### src/rtl/fpu_cmp_ctrl_pkg.sv
// Opcode encoding and unit-selection helpers shared by the FPU compare sequencer files.
package fpu_cmp_ctrl_pkg;

   typedef enum logic [1:0] {
      FCMP_FEQ = 2'b00,
      FCMP_FLT = 2'b01,
      FCMP_FLE = 2'b10,
      FCMP_RSV = 2'b11
   } fcmp_op_e;

   function automatic logic uses_feq(input fcmp_op_e op);
      return (op == FCMP_FEQ) || (op == FCMP_FLE);
   endfunction

   function automatic logic uses_flt(input fcmp_op_e op);
      return (op == FCMP_FLT) || (op == FCMP_FLE);
   endfunction

endpackage

### src/rtl/fpu_cmp_fifo.sv
// In-order result FIFO for the compare sequencer: DEPTH entries of W bits with an occupancy count.
module fpu_cmp_fifo
   import fpu_cmp_ctrl_pkg::*;
#(
   parameter int unsigned DEPTH = 4,
   parameter int unsigned W     = 7,
   parameter int unsigned CW    = $clog2(DEPTH + 1)
) (
   input  logic          clk,
   input  logic          rstn,
   input  logic          clr,
   input  logic          push,
   input  logic [W-1:0]  din,
   input  logic          pop,
   output logic [W-1:0]  dout,
   output logic [CW-1:0] count
);

   localparam int unsigned PW = (DEPTH > 1) ? $clog2(DEPTH) : 1;

   logic [W-1:0]  mem [DEPTH];
   logic [PW-1:0] wr_ptr;
   logic [PW-1:0] rd_ptr;
   logic          do_pop;

   assign do_pop = pop && (count != '0);
   assign dout   = mem[rd_ptr];

   // Explicit wrap keeps non-power-of-two depths correct.
   function automatic logic [PW-1:0] next_ptr(input logic [PW-1:0] p);
      return (p == PW'(DEPTH - 1)) ? '0 : p + PW'(1);
   endfunction

   always_ff @(posedge clk or negedge rstn) begin
      if (!rstn) begin
         for (int unsigned i = 0; i < DEPTH; i++) mem[i] <= '0;
         wr_ptr <= '0;
         rd_ptr <= '0;
         count  <= '0;
      end else if (clr) begin
         wr_ptr <= '0;
         rd_ptr <= '0;
         count  <= '0;
      end else begin
         if (push) begin
            mem[wr_ptr] <= din;
            wr_ptr      <= next_ptr(wr_ptr);
         end
         if (do_pop) rd_ptr <= next_ptr(rd_ptr);
         if (push && !do_pop)      count <= count + CW'(1);
         else if (!push && do_pop) count <= count - CW'(1);
      end
   end

   a_no_overflow: assert property (@(posedge clk) disable iff (!rstn)
      !(push && !clr && !do_pop && (count == CW'(DEPTH))));

endmodule

### src/rtl/fpu_cmp_ctrl.sv
// Sequencer for the feq/flt compare units: issue, in-flight tracking, in-order results.
// Optional synchronous flush port when FPU_CMP_FLUSH_EN is defined.
module fpu_cmp_ctrl
   import fpu_cmp_ctrl_pkg::*;
#(
   parameter int unsigned DEPTH = 4,
   parameter int unsigned TAG_W = 6,
   parameter int unsigned LAT   = 1
) (
   input  logic             clk,
   input  logic             rstn,
`ifdef FPU_CMP_FLUSH_EN
   input  logic             flush,
`endif
   input  logic             req_valid,
   output logic             req_ready,
   input  logic [1:0]       req_op,
   input  logic [31:0]      req_a,
   input  logic [31:0]      req_b,
   input  logic [TAG_W-1:0] req_tag,
   output logic [31:0]      cmp_a,
   output logic [31:0]      cmp_b,
   output logic             feq_en,
   output logic             flt_en,
   input  logic [31:0]      feq_c,
   input  logic             feq_ready,
   input  logic [31:0]      flt_c,
   input  logic             flt_ready,
   output logic             res_valid,
   input  logic             res_ready,
   output logic [31:0]      res_data,
   output logic [TAG_W-1:0] res_tag,
   output logic             err
);

   localparam int unsigned PD = LAT + 1;
   localparam int unsigned X  = LAT;
   localparam int unsigned CW = $clog2(DEPTH + 1);
   localparam int unsigned UW = $clog2(DEPTH + PD + 1);

   logic flush_i;
`ifdef FPU_CMP_FLUSH_EN
   assign flush_i = flush;
`else
   assign flush_i = 1'b0;
`endif

   logic [PD-1:0]    p_v;
   logic [PD-1:0]    p_k;
   fcmp_op_e         p_op  [PD];
   logic [TAG_W-1:0] p_tag [PD];

   logic [CW-1:0]    fifo_count;
   logic [TAG_W:0]   fifo_dout;
   logic [UW-1:0]    used;
   logic             accept;
   fcmp_op_e         req_op_e;
   fcmp_op_e         x_op;
   logic             live, ghost;
   logic             exp_feq, exp_flt, ign_feq, ign_flt;
   logic             push, push_bit, err_set;
   logic             unused_hi;

   assign unused_hi = ^{feq_c[31:1], flt_c[31:1]};
   assign req_op_e  = fcmp_op_e'(req_op);

   always_comb begin
      used = UW'(fifo_count);
      for (int unsigned i = 0; i < PD; i++) used = used + UW'(p_v[i]);
   end

   assign req_ready = (used < UW'(DEPTH)) && !flush_i;
   assign accept    = req_valid && req_ready;

   always_ff @(posedge clk or negedge rstn) begin
      if (!rstn) begin
         cmp_a  <= '0;
         cmp_b  <= '0;
         feq_en <= 1'b0;
         flt_en <= 1'b0;
      end else begin
         if (accept) begin
            cmp_a <= req_a;
            cmp_b <= req_b;
         end
         feq_en <= accept && uses_feq(req_op_e);
         flt_en <= accept && uses_flt(req_op_e);
      end
   end

   // p_k follows flushed ops whose enables already fired so their late readies are not errors.
   always_ff @(posedge clk or negedge rstn) begin
      if (!rstn) begin
         p_v <= '0;
         p_k <= '0;
         for (int unsigned i = 0; i < PD; i++) begin
            p_op[i]  <= FCMP_FEQ;
            p_tag[i] <= '0;
         end
      end else begin
         p_v[0]   <= accept;
         p_k[0]   <= 1'b0;
         p_op[0]  <= req_op_e;
         p_tag[0] <= req_tag;
         for (int unsigned i = 1; i < PD; i++) begin
            p_v[i]   <= p_v[i-1] && !flush_i;
            p_k[i]   <= p_k[i-1] || (p_v[i-1] && flush_i);
            p_op[i]  <= p_op[i-1];
            p_tag[i] <= p_tag[i-1];
         end
      end
   end

   assign x_op    = p_op[X];
   assign live    = p_v[X] && !flush_i;
   assign ghost   = p_k[X] || (p_v[X] && flush_i);
   assign exp_feq = live && uses_feq(x_op);
   assign exp_flt = live && uses_flt(x_op);
   assign ign_feq = ghost && uses_feq(x_op);
   assign ign_flt = ghost && uses_flt(x_op);
   assign push    = live;

   always_comb begin
      push_bit = 1'b0;
      case (x_op)
         FCMP_FEQ: push_bit = feq_c[0];
         FCMP_FLT: push_bit = flt_c[0];
         FCMP_FLE: push_bit = feq_c[0] | flt_c[0];
         default:  push_bit = 1'b0;
      endcase
   end

   assign err_set = (live && (x_op == FCMP_RSV))
                 || (exp_feq && !feq_ready)
                 || (exp_flt && !flt_ready)
                 || (feq_ready && !exp_feq && !ign_feq)
                 || (flt_ready && !exp_flt && !ign_flt);

   always_ff @(posedge clk or negedge rstn) begin
      if (!rstn) err <= 1'b0;
      else       err <= err | err_set;
   end

   fpu_cmp_fifo #(
      .DEPTH (DEPTH),
      .W     (TAG_W + 1),
      .CW    (CW)
   ) u_fifo (
      .clk   (clk),
      .rstn  (rstn),
      .clr   (flush_i),
      .push  (push),
      .din   ({push_bit, p_tag[X]}),
      .pop   (res_ready),
      .dout  (fifo_dout),
      .count (fifo_count)
   );

   assign res_valid = (fifo_count != '0);
   assign res_data  = {31'b0, fifo_dout[TAG_W]};
   assign res_tag   = fifo_dout[TAG_W-1:0];

endmodule

### config.mk
export PLATFORM = sky130hd
export DESIGN_NAME = fpu_cmp_ctrl
export DESIGN_NICKNAME = d
export VERILOG_FILES = /design/src/rtl/fpu_cmp_ctrl_pkg.sv /design/src/rtl/fpu_cmp_fifo.sv /design/src/rtl/fpu_cmp_ctrl.sv
export SDC_FILE = /design/constraint.sdc
export NUM_CORES = 1
export LEC_CHECK = 0
export BUFFER_PORTS_ARGS = -buffer_cell sky130_fd_sc_hd__clkbuf_2
export CORE_UTILIZATION = 50
export DETAILED_ROUTE_END_ITERATION = 8
export PLACE_DENSITY_LB_ADDON = 0.3
export REMOVE_ABC_BUFFERS = 1
export SLEW_MARGIN = 20
export SYNTH_ARGS = -nofsm -noshare
export SYNTH_HDL_FRONTEND = slang
export SYNTH_HIERARCHICAL = 1
export SYNTH_SLANG_ARGS = --single-unit
### constraint.sdc
create_clock -name clk -period 3.6 [get_ports clk]
set_clock_uncertainty 0.05 [all_clocks]
set_input_delay 0.72 -clock clk [delete_from_list [all_inputs] [get_ports clk]]
set_output_delay 0.72 -clock clk [all_outputs]
set_load 0.01 [all_outputs]
# --- After elaboration in Yosys (flattened, before gate mapping) ---
# Cells that the tools add are included.
# Widths: inputs -> output; s select.
classes:
  addsub: 6
  magnitude_cmp: 4
  eq_ne: 7
  mux: 11
  bitwise: 4
  reduce_logical: 32
op_table:
  columns: ["operator", "count"]
  rows:
  - ["$bwmux 28", 1]
  - ["$mux 7", 3]
  - ["$bmux 7 s2", 1]
  - ["$demux 7 s2", 1]
  - ["$logic_and 1x1->1", 14]
  - ["$eq 2x2->1 const B", 5]
  - ["$logic_or 1x1->1", 8]
  - ["$add 3x1->3", 2]
  - ["$ge 3x3->1 const B", 2]
  - ["$logic_not 1->1", 6]
  - ["$mux 3", 2]
  - ["$not 2->3", 2]
  - ["$add 2x1->2 const B", 2]
  - ["$eq 2x1->1 const B", 2]
  - ["$logic_not 2->1", 2]
  - ["$mux 2", 2]
  - ["$add 3x1->3 const B", 1]
  - ["$lt 3x1->1 const B", 1]
  - ["$lt 3x3->1 const B", 1]
  - ["$pmux 1 s3", 1]
  - ["$reduce_bool 3->1", 1]
  - ["$sub 3x1->3 const B", 1]
  - ["$or 1x1->1", 2]
  - ["$reduce_bool 2->1", 1]
word_totals:
  register_bits: 120
  input_bits: 142
  wordCells: 81

# --- Longest topological paths before layout ---
depth:
  word_depth: 9
  ltp_mapped: 7
  depth_no_buf: 7

# --- Modules after synthesis ---
# Netlist, hierarchy kept.
modules_own_cells:
  columns: ["mod", "instances", "cells_each", "area_per_inst_um2", "seq_area_each_um2"]
  rows:
  - ["fpu_cmp_ctrl", 1, 223, 3504.6, 2127.0]
  - ["fpu_cmp_fifo", 1, 119, 1881.8, 875.8]

# --- Least setup slack after synthesis ---
# OpenSTA, ideal clock, no wires.
synth_path:
  path_kind: "register to register"
  from: "register u_fifo.count[0]"
  to: "register cmp_a[20]"
  arrival_ps: 1839
  required_time_ps: 3425
  setup_slack_ps: 1586
  stages_incl_launch_ff: 7
  path_cell_list: "dfrtp_1 > ha_1 > a21o_1 > a221o_1 > buf_4 > buf_6 > mux2_4"
synth_via:
  elab_chain_len: 4
synth_rtl:
  columns: ["item", "line", "rtl"]
  rows:
  - ["start, declared", "fpu_cmp_fifo.sv:16", "output logic [CW-1:0] count"]
  - ["start signal, assigned", "fpu_cmp_fifo.sv:50", "if (push && !do_pop) count <= count + CW'(1);"]
  - ["start signal, assigned", "fpu_cmp_fifo.sv:51", "else if (!push && do_pop) count <= count - CW'(1);"]
  - ["$add 3x1->3 (2 in series)", "fpu_cmp_ctrl.sv:69", "for (int unsigned i = 0; i < PD; i++) used = used + UW'(p_v[i]);"]
  - ["$lt 3x3->1", "fpu_cmp_ctrl.sv:72", "assign req_ready = (used < UW'(DEPTH)) && !flush_i;"]
  - ["$logic_and 1x1->1", "fpu_cmp_ctrl.sv:73", "assign accept = req_valid && req_ready;"]
  - ["end signal, assigned", "fpu_cmp_ctrl.sv:83", "cmp_a <= req_a;"]
  - ["end, declared", "fpu_cmp_ctrl.sv:21", "output logic [31:0] cmp_a,"]
# Every way passes these cells.
# A chain may end at the register's enable or synchronous reset.

# --- Final worst setup path ---
layout_path:
  from: "register p_v[1]"
  to: "output req_ready"
layout_via:
  elab_chain_len: 2
layout_rtl:
  columns: ["item", "line", "rtl"]
  rows:
  - ["start, declared", "fpu_cmp_ctrl.sv:48", "logic [PD-1:0] p_v;"]
  - ["start signal, assigned by index", "fpu_cmp_ctrl.sv:106", "p_v[i] <= p_v[i-1] && !flush_i;"]
  - ["$add 3x1->3", "fpu_cmp_ctrl.sv:69", null]
  - ["$lt 3x3->1", "fpu_cmp_ctrl.sv:72", null]
  - ["end, declared", "fpu_cmp_ctrl.sv:16", "output logic req_ready,"]
# Every way passes these cells.

==> load_flow_metrics.sql <==
INSERT INTO impl_metrics (metric_group, metric, value, unit) VALUES
('outcome', 'outcome', 'complete, no violations', ''),
('synthesis', 'number_of_synthesized_register_bits', '120', ''),
('synthesis', 'synth.yosys.seq_area_share', '55.7', '%'),
('placed_design', 'portBuffers', '155', ''),
('die', 'dieWidth', '106', 'µm'),
('sta', 'top_achievable_clock_speed', '349', 'MHz'),
('route', 'detail_route.vias_per_cell', '4.80', ''),
('grt', 'first_pass_grt_wire_length', '16.8', 'mm'),
('clock_tree', 'insertion_delay', '0.51', 'ns'),
('die', 'core', '10400', 'µm²'),
('grt', 'grt_overflow_total', '0', ''),
('grt', 'grtUsageTotal', '20.2', '%'),
('power', 'power_leakage', '3.47', 'nW'),
('route', 'drc_errors', '0', ''),
('route', 'first_iter_violations', '75', ''),
('final_layout', 'antenna-diode-count', '0', ''),
('route', 'ant_nets', '0', ''),
('clock_tree', 'postCtsResizedCells', '0', ''),
('final_layout', 'syn2layout_area_growth', '24.8', '%'),
('synthesis', 'synthArstFlopShare', '100', '%'),
('placed_design', 'post_dp_cell_area', '6140', 'µm²'),
('final_layout', 'final_cell_area', '6720', 'µm²'),
('synthesis', 'synth_largest_area_cell', 'dfrtp_1', ''),
('final_layout', 'stdcell_count', '654', ''),
('worst_setup_path', 'worst_path_largest_cell_delay', '0.66', 'ns'),
('worst_setup_path', 'timing.critical_path.from_type', 'flip-flop', ''),
('clock_tree', 'clkSlewWorstSetupHoldPaths', '0.06', 'ns'),
('synthesis', 'yosys.cell_count.top_type', 'dfrtp_1', ''),
('clock_tree', 'tritoncts', 'done', ''),
('clock_tree', 'tritoncts.num_buffers', '17', ''),
('grt', 'global_route.usage.met3', '7.98', '%'),
('synthesis', 'ys_top_cells_by_count', '120 x dfrtp_1, 58 x mux2_4, 32 x buf_4', ''),
('grt', 'via_count_of_the_first_global_routing_pass', '3420', ''),
('clock_tree', 'htree_num_levels', '4', ''),
('grt', 'antenna_violations_before_repair', '0', ''),
('synthesis', 'post-synth-top-area-fraction', '55.7', '%'),
('worst_setup_path', 'timing.critical_path.slowest_stage_cell', 'dfrtp_1', ''),
('synthesis', 'syn-mean-instance-area', '15.7', 'µm²'),
('die', 'core.rowCount', '37', ''),
('grt', 'grt.met2_usage', '33.1', '%'),
('sta', 'setup_viol', '0', ''),
('clock_tree', 'ctsLongestPathBuffers', '2', ''),
('worst_hold_path', 'holdCritPathClass', 'primary input to asynchronous set/reset pin', ''),
('sta', 'grt_setup_unrepaired', 'no', ''),
('route', 'dr.pass1.iters', '4', ''),
('final_layout', 'fillers', '772', ''),
('placed_design', 'finalWeightedCongestion', '0.715', ''),
('worst_setup_path', 'cp-end-kind', 'output port', ''),
('synthesis', 'synth_flop_cell', 'dfrtp_1', ''),
('route', 'detail_route.wl_per_cell', '16.0', 'µm'),
('clock_tree', 'clock-root-buffer', 'clkbuf_8', ''),
('clock_tree', 'postCtsHoldBufs', '0', ''),
('route', 'dr_total_vias', '3137', ''),
('die', 'dieHeight', '106', 'µm'),
('sta', 'hold_violations', '0', ''),
('worst_setup_path', 'critical_path.cell_chain', 'ha_1 -> a21o_1 -> a22oi_1 -> clkbuf_2', ''),
('sta', 'relSlewSlack', '33.2', '%'),
('worst_setup_path', 'critical_path.top_delay_family', 'flip-flops', ''),
('sta', 'min_period_over_period', '79.6', '%'),
('synthesis', 'synth_edf_count', '0', ''),
('placed_design', 'place_hpwl', '7.17', 'mm'),
('sta', 'fin_worst_hold_slack', '0.192', 'ns'),
('worst_setup_path', 'critPathMaxFanout', '14', ''),
('grt', 'globalRouteMet1Util', '22.6', '%'),
('clock_tree', 'postCtsSetupRepairBufs', '0', ''),
('die', 'floorplan.die_area', '11200', 'µm²'),
('die', 'initial_core_util', '51.9', '%'),
('route', 'drt-total-wl', '10.4', 'mm'),
('sta', 'slew_violations', '0', ''),
('worst_setup_path', 'worstPathBufferInverterCount', '1', ''),
('grt', 'gr-max-usage-layer', 'met2', '');
## final timing paths
kind                       cells past startpoint  slack (ns)        from        endpoint
setup / recovery                               4        0.73      p_v[1]       req_ready
hold / removal                                 1        0.19        rstn  u_fifo/mem[26]
setup reg to reg                               4        1.00      p_v[1]       cmp_a[20]
hold reg to reg                                0        0.30     p_op[3]         x_op[1]
max in group asynchronous                      2        2.53        rstn       cmp_a[22]
min in group clk                               1        0.26  req_tag[2]        p_tag[8]
## flip-flops by register name, summed over array words and instances (netlist names), 3 cells and up
name and cells:
cmp_a 32, cmp_b 32, u_fifo/mem 28, p_tag 12, u_fifo/count 3
## final cells by class
| class | instances | area [µm²] | share of cell area [%] |
|---|---|---|---|
| clock buffers | 23 | 457 | 6.79 |
| multi-input cells | 198 | 2130 | 31.6 |
| clock inverters | 9 | 123 | 1.82 |
| inverters | 12 | 45.0 | 0.670 |
| flip-flops and latches | 120 | 3000 | 44.7 |
| repair buffers | 156 | 798 | 11.9 |
| well taps | 136 | 170 | 2.53 |
## layout by cell type (no fill, tap or decap), types with 2 or more instances in the layout
| master | n |
|---|---|
| inv_1 | 12 |
| mux2_4 | 58 |
| xnor2_1 | 3 |
| o21ai_0 | 4 |
| nor2_1 | 11 |
| clkbuf_8 | 3 |
| clkbuf_2 | 154 |
| mux2_2 | 26 |
| bufinv_16 | 3 |
| ha_1 | 13 |
| conb_1 | 32 |
| clkinv_2 | 5 |
| mux2_1 | 8 |
| o21ai_1 | 2 |
| mux4_2 | 7 |
| clkbuf_16 | 16 |
| clkbuf_1 | 4 |
| mux2i_1 | 3 |
| a21oi_1 | 4 |
| nand2b_1 | 5 |
| nand2_8 | 4 |
| dfrtp_1 | 120 |
## cells by family (layout without fill, tap and decap cells)
logic type,after synthesis,in the layout,synth area share [%]
and+or+nand+nor,29,29,3.95
muxes,102,102,26.8
AOI/OAI and AO/OA,18,18,2.44
buffers and inverters,55,200,7.15
other,1,32,0.0696
adders and majority gates,14,14,3.39
DFF,120,120,55.7
xor gates and xnor gates,3,3,0.488
## power breakdown
part           leakage, nW  switching, W  internal, W
combinational         1.75      0.000787      0.00106
sequential            1.44      0.000341      0.00183
clock                0.286      0.000569      0.00108
total                 3.47       0.00170      0.00398
## per-stage QoR
step	setup WS [ns]	power [W]	utilization (%)
4_1_cts	0.672	0.00575	64.8
3_3_place_gp	1.10	0.00396	59.2
6_report	0.734	0.00568	64.8
5_1_grt	0.595	0.00598	64.8
3_5_place_dp	0.979	0.00404	59.2
2_1_floorplan	0.0532	0.00340	-
## routing by layer
metal | part of all wire [%] | routed length (µm)
met5 | 0 | 0
met4 | 2.1 | 223
met3 | 7.1 | 745
met2 | 51 | 5310
met1 | 40 | 4150
(Power assumes the default switching activity.)
